### config.mk
export PLATFORM = sky130hd
export DESIGN_NAME = kmeans_centroid_update_k3n2_flat
export DESIGN_NICKNAME = d
export VERILOG_FILES = /design/src/rtl/kmeans_centroid_update_k3n2_pkg.sv /design/src/rtl/kmeans_centroid_update_k3n2_if.sv /design/src/rtl/kmeans_centroid_update_k3n2_divider.sv /design/src/rtl/kmeans_centroid_update_k3n2.sv /design/src/flat_wrapper.sv
export SDC_FILE = /design/constraint.sdc
export NUM_CORES = 1
export LEC_CHECK = 0
export CORE_MARGIN = 2
export CORE_UTILIZATION = 40
export CTS_CLUSTER_SIZE = 28
export DETAILED_ROUTE_END_ITERATION = 7
export PLACE_DENSITY = 0.72
export RECOVER_POWER = 25
export SLEW_MARGIN = 30
export SYNTH_ARGS = -nofsm -noshare
export SYNTH_HDL_FRONTEND = slang
export SYNTH_SLANG_ARGS = --single-unit
### constraint.sdc
create_clock -name clk -period 3.12 [get_ports clk]
set_input_delay 0.624 -clock clk [delete_from_list [all_inputs] [get_ports clk]]
set_output_delay 0.624 -clock clk [all_outputs]
set_load 0.05 [all_outputs]
### src/rtl/kmeans_centroid_update_k3n2_pkg.sv
// Shared constants and FSM encoding for the k-means (k=3, n=2) datapath.
package kmeans_pkg;

  localparam int KMEANS_K = 3;
  localparam int KMEANS_N = 2;
  localparam int CIDX_W   = 2;

  typedef enum logic [4:0] {
    IDLE  = 5'b00001,
    READ  = 5'b00010,
    DIV   = 5'b00100,
    STORE = 5'b01000,
    DONE  = 5'b10000
  } state_t;

endpackage

### src/rtl/kmeans_centroid_update_k3n2_if.sv
// Read port between the centroid update stage and the accumulator block.
interface kmeans_acc_rd_if #(
  parameter int acc_width = 16,
  parameter int qty_width = 8
);
  import kmeans_pkg::*;

  logic                 rd_acc_en;
  logic [CIDX_W-1:0]    rd_acc_centroid;
  logic [acc_width-1:0] acc0_in;
  logic [acc_width-1:0] acc1_in;
  logic [qty_width-1:0] count_in;

  modport master (
    output rd_acc_en, rd_acc_centroid,
    input  acc0_in, acc1_in, count_in
  );

  modport slave (
    input  rd_acc_en, rd_acc_centroid,
    output acc0_in, acc1_in, count_in
  );

endinterface

### src/rtl/kmeans_centroid_update_k3n2_divider.sv
// Restoring sequential divider: one quotient bit per cycle, MSB first, remainder dropped.
module kmeans_seq_divider #(
  parameter int dividend_width = 16,
  parameter int divisor_width  = 8
) (
  input  logic                      clk,
  input  logic                      rst,
  input  logic                      start,
  input  logic [dividend_width-1:0] dividend,
  input  logic [divisor_width-1:0]  divisor,
  output logic [dividend_width-1:0] quotient,
  output logic                      valid
);

  localparam int CW = $clog2(dividend_width);

  logic [divisor_width-1:0] rem;
  logic [divisor_width-1:0] dvs;
  logic [CW-1:0]            cnt;
  logic                     running;
  logic [divisor_width:0]   trial;
  logic [divisor_width:0]   diff;
  logic                     take;

  // The quotient register doubles as the dividend shifter: bits leave at the top as quotient bits enter at the bottom.
  always_comb begin
    trial = {rem, quotient[dividend_width-1]};
    take  = (trial >= {1'b0, dvs});
    diff  = trial - {1'b0, dvs};
  end

  always_ff @(posedge clk) begin
    if (rst) begin
      quotient <= '0;
      rem      <= '0;
      dvs      <= '0;
      cnt      <= '0;
      running  <= 1'b0;
      valid    <= 1'b0;
    end else if (start) begin
      quotient <= dividend;
      rem      <= '0;
      dvs      <= divisor;
      cnt      <= '0;
      running  <= 1'b1;
      valid    <= 1'b0;
    end else if (running) begin
      quotient <= {quotient[dividend_width-2:0], take};
      rem      <= take ? diff[divisor_width-1:0] : trial[divisor_width-1:0];
      cnt      <= cnt + 1'b1;
      if (cnt == CW'(dividend_width - 1)) begin
        running <= 1'b0;
        valid   <= 1'b1;
      end
    end
  end

endmodule

### src/rtl/kmeans_centroid_update_k3n2.sv
// Centroid update: reads each centroid's accumulators, divides by its count and
// registers the new centroid, then flags convergence and clears the accumulators.
module kmeans_centroid_update_k3n2
  import kmeans_pkg::*;
#(
  parameter int input_data_width         = 8,
  parameter int input_data_qty_bit_width = 8,
  parameter int acc_width                = 16,
  parameter logic [input_data_width-1:0] k0_d0_initial = input_data_width'(0),
  parameter logic [input_data_width-1:0] k0_d1_initial = input_data_width'(0),
  parameter logic [input_data_width-1:0] k1_d0_initial = input_data_width'(1),
  parameter logic [input_data_width-1:0] k1_d1_initial = input_data_width'(1),
  parameter logic [input_data_width-1:0] k2_d0_initial = input_data_width'(2),
  parameter logic [input_data_width-1:0] k2_d1_initial = input_data_width'(2)
) (
  input  logic                        clk,
  input  logic                        rst,
  input  logic                        start,
  input  logic [input_data_width-1:0] k0d0,
  input  logic [input_data_width-1:0] k0d1,
  input  logic [input_data_width-1:0] k1d0,
  input  logic [input_data_width-1:0] k1d1,
  input  logic [input_data_width-1:0] k2d0,
  input  logic [input_data_width-1:0] k2d1,
  kmeans_acc_rd_if.master             acc_rd,
  output logic [input_data_width-1:0] new_k0d0,
  output logic [input_data_width-1:0] new_k0d1,
  output logic [input_data_width-1:0] new_k1d0,
  output logic [input_data_width-1:0] new_k1d1,
  output logic [input_data_width-1:0] new_k2d0,
  output logic [input_data_width-1:0] new_k2d1,
  output logic                        busy,
  output logic                        done,
  output logic                        converged,
  output logic                        acc_clear
);

  localparam int W  = input_data_width;
  localparam int CW = $clog2(acc_width);

  state_t                              state, next_state;
  logic [CIDX_W-1:0]                   k;
  logic [CW-1:0]                       div_cnt;
  logic [input_data_qty_bit_width-1:0] count_lat;
  logic                                conv_acc;
  logic [W-1:0]                        cent_q   [KMEANS_K][KMEANS_N];
  logic [W-1:0]                        old_cent [KMEANS_K][KMEANS_N];
  logic [acc_width-1:0]                quo      [KMEANS_N];
  logic [KMEANS_N-1:0]                 div_valid;
  logic [W-1:0]                        result   [KMEANS_N];
  logic [KMEANS_N-1:0]                 match;
  logic                                div_start;

  assign old_cent[0][0] = k0d0;
  assign old_cent[0][1] = k0d1;
  assign old_cent[1][0] = k1d0;
  assign old_cent[1][1] = k1d1;
  assign old_cent[2][0] = k2d0;
  assign old_cent[2][1] = k2d1;

  assign new_k0d0 = cent_q[0][0];
  assign new_k0d1 = cent_q[0][1];
  assign new_k1d0 = cent_q[1][0];
  assign new_k1d1 = cent_q[1][1];
  assign new_k2d0 = cent_q[2][0];
  assign new_k2d1 = cent_q[2][1];

  kmeans_seq_divider #(
    .dividend_width (acc_width),
    .divisor_width  (input_data_qty_bit_width)
  ) u_div_d0 (
    .clk      (clk),
    .rst      (rst),
    .start    (div_start),
    .dividend (acc_rd.acc0_in),
    .divisor  (acc_rd.count_in),
    .quotient (quo[0]),
    .valid    (div_valid[0])
  );

  kmeans_seq_divider #(
    .dividend_width (acc_width),
    .divisor_width  (input_data_qty_bit_width)
  ) u_div_d1 (
    .clk      (clk),
    .rst      (rst),
    .start    (div_start),
    .dividend (acc_rd.acc1_in),
    .divisor  (acc_rd.count_in),
    .quotient (quo[1]),
    .valid    (div_valid[1])
  );

  always_ff @(posedge clk) begin
    if (rst) state <= IDLE;
    else     state <= next_state;
  end

  always_comb begin
    next_state             = state;
    busy                   = (state != IDLE);
    done                   = 1'b0;
    acc_clear              = 1'b0;
    div_start              = 1'b0;
    acc_rd.rd_acc_en       = 1'b0;
    acc_rd.rd_acc_centroid = k;
    case (state)
      IDLE:  if (start) next_state = READ;
      READ: begin
        acc_rd.rd_acc_en = 1'b1;
        div_start        = 1'b1;
        next_state       = DIV;
      end
      DIV:   if (div_cnt == CW'(acc_width - 1)) next_state = STORE;
      STORE: next_state = (k == CIDX_W'(KMEANS_K - 1)) ? DONE : READ;
      DONE: begin
        done       = 1'b1;
        acc_clear  = 1'b1;
        next_state = IDLE;
      end
      default: next_state = IDLE;
    endcase
  end

  // An empty cluster keeps its old coordinate; oversized quotients clamp to all-ones.
  always_comb begin
    for (int d = 0; d < KMEANS_N; d++) begin
      if (!div_valid[d] || count_lat == '0)
        result[d] = old_cent[k][d];
      else if (|quo[d][acc_width-1:W])
        result[d] = '1;
      else
        result[d] = quo[d][W-1:0];
      match[d] = (result[d] == old_cent[k][d]);
    end
  end

  always_ff @(posedge clk) begin
    if (rst) begin
      k            <= '0;
      div_cnt      <= '0;
      count_lat    <= '0;
      conv_acc     <= 1'b0;
      converged    <= 1'b0;
      cent_q[0][0] <= k0_d0_initial;
      cent_q[0][1] <= k0_d1_initial;
      cent_q[1][0] <= k1_d0_initial;
      cent_q[1][1] <= k1_d1_initial;
      cent_q[2][0] <= k2_d0_initial;
      cent_q[2][1] <= k2_d1_initial;
    end else begin
      case (state)
        IDLE: if (start) begin
          k        <= '0;
          conv_acc <= 1'b1;
        end
        READ: begin
          count_lat <= acc_rd.count_in;
          div_cnt   <= '0;
        end
        DIV: div_cnt <= div_cnt + 1'b1;
        STORE: begin
          for (int d = 0; d < KMEANS_N; d++) cent_q[k][d] <= result[d];
          conv_acc <= conv_acc & (&match);
          if (k != CIDX_W'(KMEANS_K - 1)) k <= k + 1'b1;
        end
        DONE: converged <= conv_acc;
        default: ;
      endcase
    end
  end

endmodule
### src/flat_wrapper.sv
// flat-port wrapper written by rule: the top's interface ports become plain ports
module kmeans_centroid_update_k3n2_flat import kmeans_pkg::*;
#(
  parameter int input_data_width         = 8,
  parameter int input_data_qty_bit_width = 8,
  parameter int acc_width                = 16,
  parameter logic [input_data_width-1:0] k0_d0_initial = input_data_width'(0),
  parameter logic [input_data_width-1:0] k0_d1_initial = input_data_width'(0),
  parameter logic [input_data_width-1:0] k1_d0_initial = input_data_width'(1),
  parameter logic [input_data_width-1:0] k1_d1_initial = input_data_width'(1),
  parameter logic [input_data_width-1:0] k2_d0_initial = input_data_width'(2),
  parameter logic [input_data_width-1:0] k2_d1_initial = input_data_width'(2)
)
  (clk, rst, start, k0d0, k0d1, k1d0, k1d1, k2d0, k2d1, new_k0d0, new_k0d1, new_k1d0, new_k1d1, new_k2d0, new_k2d1, busy, done, converged, acc_clear, acc_rd_rd_acc_en, acc_rd_rd_acc_centroid, acc_rd_acc0_in, acc_rd_acc1_in, acc_rd_count_in);
  kmeans_acc_rd_if #(.acc_width(acc_width)) acc_rd_i ();
  input  logic clk;
  input  logic rst;
  input  logic start;
  input  logic [input_data_width-1:0] k0d0;
  input  logic [input_data_width-1:0] k0d1;
  input  logic [input_data_width-1:0] k1d0;
  input  logic [input_data_width-1:0] k1d1;
  input  logic [input_data_width-1:0] k2d0;
  input  logic [input_data_width-1:0] k2d1;
  output logic [input_data_width-1:0] new_k0d0;
  output logic [input_data_width-1:0] new_k0d1;
  output logic [input_data_width-1:0] new_k1d0;
  output logic [input_data_width-1:0] new_k1d1;
  output logic [input_data_width-1:0] new_k2d0;
  output logic [input_data_width-1:0] new_k2d1;
  output logic busy;
  output logic done;
  output logic converged;
  output logic acc_clear;
  output wire logic [$bits(acc_rd_i.rd_acc_en)-1:0] acc_rd_rd_acc_en;
  output wire logic [$bits(acc_rd_i.rd_acc_centroid)-1:0] acc_rd_rd_acc_centroid;
  input wire logic [$bits(acc_rd_i.acc0_in)-1:0] acc_rd_acc0_in;
  input wire logic [$bits(acc_rd_i.acc1_in)-1:0] acc_rd_acc1_in;
  input wire logic [$bits(acc_rd_i.count_in)-1:0] acc_rd_count_in;
  assign acc_rd_rd_acc_en = acc_rd_i.rd_acc_en;
  assign acc_rd_rd_acc_centroid = acc_rd_i.rd_acc_centroid;
  assign acc_rd_i.acc0_in = acc_rd_acc0_in;
  assign acc_rd_i.acc1_in = acc_rd_acc1_in;
  assign acc_rd_i.count_in = acc_rd_count_in;
  kmeans_centroid_update_k3n2 #(.input_data_width(input_data_width), .input_data_qty_bit_width(input_data_qty_bit_width), .acc_width(acc_width), .k0_d0_initial(k0_d0_initial), .k0_d1_initial(k0_d1_initial), .k1_d0_initial(k1_d0_initial), .k1_d1_initial(k1_d1_initial), .k2_d0_initial(k2_d0_initial), .k2_d1_initial(k2_d1_initial)) u_core (.clk(clk), .rst(rst), .start(start), .k0d0(k0d0), .k0d1(k0d1), .k1d0(k1d0), .k1d1(k1d1), .k2d0(k2d0), .k2d1(k2d1), .acc_rd(acc_rd_i), .new_k0d0(new_k0d0), .new_k0d1(new_k0d1), .new_k1d0(new_k1d0), .new_k1d1(new_k1d1), .new_k2d0(new_k2d0), .new_k2d1(new_k2d1), .busy(busy), .done(done), .converged(converged), .acc_clear(acc_clear));
endmodule
* After elaboration in Yosys (flattened, before gate mapping)
Memory sizes are Yosys's and may differ from the RTL's.
Index checks and enable logic that the tools add are counted.
** Cells by class
- Bitwise operators :: 2
- Order comparisons :: 3
- Reductions and logical operators :: 19
- Equal/unequal tests :: 16
- Add/subtract/negate cells :: 6
- Multiplexer cells :: 39
** Operator list (number)
- 16-bit two-way mux :: 7
- 8-bit two-way mux :: 6
- 16-bit binary-select mux with 2-bit select :: 1
- 5-bit case mux with 4 select lines :: 1
- 9-bit by 8-bit >= comparator with 1-bit output :: 2
- 8-bit == test :: 2
- 16-bit OR reduction :: 1
- 8-bit OR reduction :: 2
- 8-bit subtractor :: 2
- 1-bit two-way mux :: 15
- 5-bit two-way mux :: 3
- 4-bit by 1-bit adder with 4-bit output (second input constant) :: 3
- 4-bit == test (second input constant) :: 3
- 2-bit AND reduction :: 5
- 8-bit zero test :: 1
- 4-bit case mux with 2 select lines :: 1
- 2-bit nonzero test :: 4
- 2-bit two-way mux :: 3
- 5-bit by 1-bit == test with 1-bit output (second input constant) :: 1
- 5-bit by 2-bit == test with 1-bit output (second input constant) :: 1
- 5-bit by 3-bit == test with 1-bit output (second input constant) :: 1
- 5-bit by 4-bit == test with 1-bit output (second input constant) :: 1
- 5-bit == test (second input constant) :: 1
- 5-bit by 1-bit inequality test with 1-bit output (second input constant) :: 1
- 13 further kinds :: 17
** Word-level totals
- Logic and storage cells :: 103
- Memories kept :: 1
- Output and inout port bits :: 55
- Input bits :: 91
- Bits in writable memories :: 48
- Register bits after elaboration :: 89
** Memory list
- u_core.cent_q :: words 3, width 16, rd ports 3, clocked after Yosys merged registers in 0, wr ports 3, RTL line kmeans_centroid_update_k3n2.sv:46 : logic [W-1:0] cent_q [KMEANS_K][KMEANS_N];

* Depth between registers and ports, before layout
- Depth in word-level cells :: 9
- Mapped depth :: 10
- Mapped depth without buffers :: 10

* Cells and area by module
Synthesis repeated with hierarchy kept, for this count alone.
** Unflattened totals
- Cells, all modules :: 813
- Area, all modules :: 7505.9 µm²
** By module, submodules not included
- kmeans_seq_divider :: seq. area each 760.7 µm², cells each 232, instances 2, area each 1964.4 µm²
- kmeans_centroid_update_k3n2 :: seq. area each 1861.8 µm², cells each 349, instances 1, area each 3577.2 µm²

* Least setup slack after synthesis
Ideal clock, no wire load.
- Path type :: reg-to-reg
- From :: register u_core.u_div_d0.dvs[1]
- To :: register u_core.u_div_d0.rem[7]
- Cell stages (with the launch flop) :: 10
- Data required time :: 3004 ps
- Data arrival time :: 2334 ps
- Slack :: 670 ps
- Period minus slack after synthesis :: 2450 ps
- Library setup time :: 116 ps
- Buffers on the path :: 0
- Cells stage by stage :: dfxtp_1 > inv_1 > ha_1 > nor2b_1 > o21a_1 > o21a_1 > o31a_1 > o21a_1 > or4_1 > a31o_2
** On the way
- Cells in the longest elaborated chain, start to end :: 2
- Elaborated cells between the ends (all ways) :: 3
- Those cells by class :: add/sub: 1; order compare: 1; mux: 1
** Ends and longest elaborated chain
- start: declaration :: RTL line kmeans_centroid_update_k3n2_divider.sv:18 : logic [divisor_width-1:0] dvs;
- start signal: assignment :: RTL line kmeans_centroid_update_k3n2_divider.sv:43 : dvs <= divisor;
- 8-bit subtractor or 9-bit by 8-bit >= comparator with 1-bit output (tied branches) :: RTL line kmeans_centroid_update_k3n2_divider.sv:29, kmeans_centroid_update_k3n2_divider.sv:28
- 8-bit two-way mux (*) :: RTL line kmeans_centroid_update_k3n2_divider.sv:49 : rem <= take ? diff[divisor_width-1:0] : trial[divisor_width-1:0];
- end signal: assignment :: RTL line kmeans_centroid_update_k3n2_divider.sv:49
- end: declaration :: RTL line kmeans_centroid_update_k3n2_divider.sv:17 : logic [divisor_width-1:0] rem;
Mark *: on every way between the ends. The rest lies on a longest branch, timed or not.
A chain may end at the register's enable or synchronous reset.

* Worst setup path after layout
- From :: register u_core.state[1]
- To :: output port done
** On the way
- Cells in the longest elaborated chain, start to end :: 2
** Ends and longest elaborated chain
- start: declaration :: RTL line kmeans_centroid_update_k3n2.sv:41 : state_t state, next_state;
- start signal: assignment :: RTL line kmeans_centroid_update_k3n2.sv:96 : else state <= next_state;
- 5-bit == test :: RTL line kmeans_centroid_update_k3n2.sv:107 : case (state)
- 1-bit two-way mux :: RTL line kmeans_centroid_update_k3n2.sv:107
- end: declaration :: RTL line flat_wrapper.sv:32 : output logic done;
No other way between the ends.

==> impl_metrics.yaml <==
logic_synthesis:
  syn-cell-area_mm2: 0.006705
  yosys_register_bits: 129
  yosys_warnings: 0
  syn_area_per_cell_um2: 9.274
  synth.top_cells.by_area: "dfxtp_1 (24%), edfxtp_1 (21%), mux2i_1 (8.1%)"
  synth_top_cell_area_share_pct: 24.18
  synth_edf_count: 48
  synth_top_area_cell: "dfxtp_1"
  syn_inst: 723
  synth_nets: 836
  synth_ff_type: "dfxtp_1"
  synthArstFlopShare_pct: 0
  yosysSeqAreaShare_pct: 45.68
  yosys.cell_types.count: 60
sta:
  hold_violations: 0
  tns_ns: 0
  rsz0062_at_grt: "no"
  clock.fmax_mhz: 369.2
  slew_viol_final: 0
  slew_headroom_pct: 8.168
  finalCriticalPeriod_ns: 2.708
  fin_crit_sh_pct: 86.80
  worstMarginPinSlew_ns: 1.377
  fin_worst_skew_ns: 0.01074
  setup_viol: 0
hold_path:
  hp-class: "reg2reg"
placed_design:
  routabilityCongestion: 0.8996
  dp.cells: 1067
  place_area_mm2: 0.008424
  dp_hpwl_mm: 13.15
  io_buffers: 145
power:
  vdd_ir_drop_max_mv: 0.4201
  p_leak_nw: 3.351
  power.density_mw_per_mm2: 685.1
  p_clk_share_pct: 34.9
  pwr-share-comb_pct: 31.2
  p_sw_w: 0.002035
  p_seq_share_pct: 33.9
  p_sw_share_pct: 32.83
  p_int_w: 0.004164
detailed_routing:
  wl_met3_mm: 1.373
  top_layer: "met4"
  drt-pass1-iter-count: 5
  wl_met1_mm: 7.429
  ant_nets: 0
  wl_met2_mm: 8.816
  wl_per_cell_um: 16.40
  drt_iter0_markers: 448
  avgViaCountPerCell: 5.439
  drc_errors: 0
  finalWirelength_mm: 18.01
  dr_total_vias: 5972
setup_path:
  start_kind: "flip-flop"
  cp_max_fo: 3
  worstPathArrival_ns: 2.08
  critPathRequiredTime_ns: 2.50
  rrSetupSlack_ns: 0.49
  critPathKind: "reg2out"
  crit_path_end_kind: "output pin"
clocking:
  clkTransAtPathRegs_ns: 0.06
  postCtsHoldBufs: 0
  cts_sinks: 129
  root_buffer: "clkbuf_16"
  cts_tree: "yes"
  cts_setup_buffers: 0
  clock_path_buffers: 2
  cts_buffers: 17
  clk-insertion-delay-late_ns: 0.42
  cts_resized: 0
  cts-htree-levels: 4
floorplanning:
  start_util_pct: 40.72
  dieWidth_um: 133.5
  rows: 47
  ioPinCount: 146
  dieArea_mm2: 0.01781
  coreArea_mm2: 0.01647
  fp.dieH_um: 133.5
outcome:
  status: "completed"
grt:
  grt_pass1_vias: 5668
  grt_antenna_before_repair: 0
  grt_pass1_wl_mm: 28.50
  grt_overflow_total: 0
  grt.total_usage_pct: 20.27
  grt_max_degree: 73
cells_and_area:
  layout_commonest_cell: "clkdlybuf4s50_1"
  fin_nets: 979
  fin_cells: 1098
  area_delta_synth_final_pct: 34.95
  stdcell_area_mm2: 0.009049
  diodes: 0
  nFillCells: 1482
  most-common-layout-cells: "clkdlybuf4s50_1 (143), nor2_1 (124), dfxtp_1 (81), nand2_1 (59), mux2i_1 (54)"
  drive_gt1_share_pct: 7.517
flow_run:
  cap_viol_max_count: 0
-- cell families (layout without fill, tap and decap cells) --
logic type      count (synthesis)  in the layout  share of synthesized area [%]
buf+inv                        66            221                          3.900
compound gates                175            175                          17.86
xor+xnor                       14             14                          1.829
simple gates                  252            252                          16.50
mux                            65             65                          9.909
flops                         129            129                          45.68
fa+ha+maj                      22             22                          4.329
-- cells in the mapped netlist (2+ instances only) --
library cell,count
nand2b_1,3
nor4_1,8
or4_1,2
a22o_1,2
fa_1,2
nand3_1,15
edfxtp_1,48
a41oi_1,3
and3_1,4
nor3_1,14
o21a_1,9
nand2_1,59
buf_1,5
nor2_1,124
clkbuf_1,32
o21ai_0,27
mux2i_1,54
a22oi_1,7
a311o_1,2
ha_1,20
a21boi_0,2
nor2b_1,7
nand3b_1,6
a31o_2,2
mux2_2,10
nand4_1,3
a221oi_1,2
a22oi_2,2
a21oi_1,38
xnor2_1,8
and3b_1,3
buf_2,2
a41o_1,3
o22ai_1,3
a21o_1,5
a211oi_1,34
inv_1,24
a31oi_1,4
xor2_1,6
o31ai_1,19
dfxtp_1,81
-- worst max-delay path: stages (launching register included) --
cell and delay (ns):
dfxtp_1 0.33, nor3_1 0.23, and3b_1 0.28, clkdlybuf4s50_1 0.83
-- flip-flops by register name, indices dropped and copies added (netlist names) --
name                           cells
u_core.u_div_d0.dvs                8
u_core.u_div_d0.cnt                4
u_core.state                       5
u_core.u_div_d0.running            1
u_core.conv_acc                    1
u_core.converged                   1
u_core.u_div_d0.rem                8
u_core.u_div_d0.valid              1
u_core.div_cnt                     4
u_core.u_div_d1.cnt                4
u_core.cent_q                     48
u_core.acc_rd.rd_acc_centroid      2
u_core.u_div_d1.rem                8
u_core.u_div_d1.valid              1
u_core.u_div_d1.running            1
u_core.u_div_d0.quotient          16
u_core.u_div_d1.quotient          16
-- final timing paths --
check / cells after the start / endpoint / startpoint
min reg2reg: 2 / u_core.u_div_d0.dvs[2] / u_core.u_div_d0.dvs[2]
max: 3 / done / u_core.state[1]
min: 2 / u_core.u_div_d0.dvs[2] / u_core.u_div_d0.dvs[2]
max reg2reg: 9 / u_core.u_div_d0.rem[7] / u_core.u_div_d0.dvs[1]
-- layer usage --
layer  vias to the layer above  track usage, %
met4                         0           7.506
met1                      2771           23.66
met5                         -               0
met3                        39           5.708
li1                       2922               -
met2                       240           35.48
-- layout make-up --
type,instances,area (um2),share of cell area [%]
clock buffers,18,429.2,4.743
repair buffers,165,1593,17.60
clock inverters,13,209.0,2.309
well taps,220,275.3,3.042
multi-input cells,528,3386,37.42
inverters,25,93.84,1.037
flip-flops and latches,129,3063,33.85
-- through the flow --
stage                     power (W)  worst slack, ns  hold WS [ns]  util, %
after floorplan            0.003494           0.6700        0.4401        -
after global placement     0.004026           0.5022        0.4606    51.16
after detailed placement   0.004044           0.4544        0.4672    51.16
after CTS                  0.006211           0.3978        0.4749    55.04
after global routing       0.006514           0.3405        0.5024    54.95
final                      0.006199           0.4117        0.4719    54.95
-- power groups by stage --
stage	Combinational (W)	Sequential, W	Clock [W]
floorplan	0.00137	0.00213	0
global placement	0.00190	0.00213	0
detailed placement	0.00191	0.00213	0
CTS	0.00193	0.00210	0.00219
global route	0.00213	0.00212	0.00226
finish	0.00193	0.00210	0.00216
No activity file was read; power rests on OpenSTA's default activity.
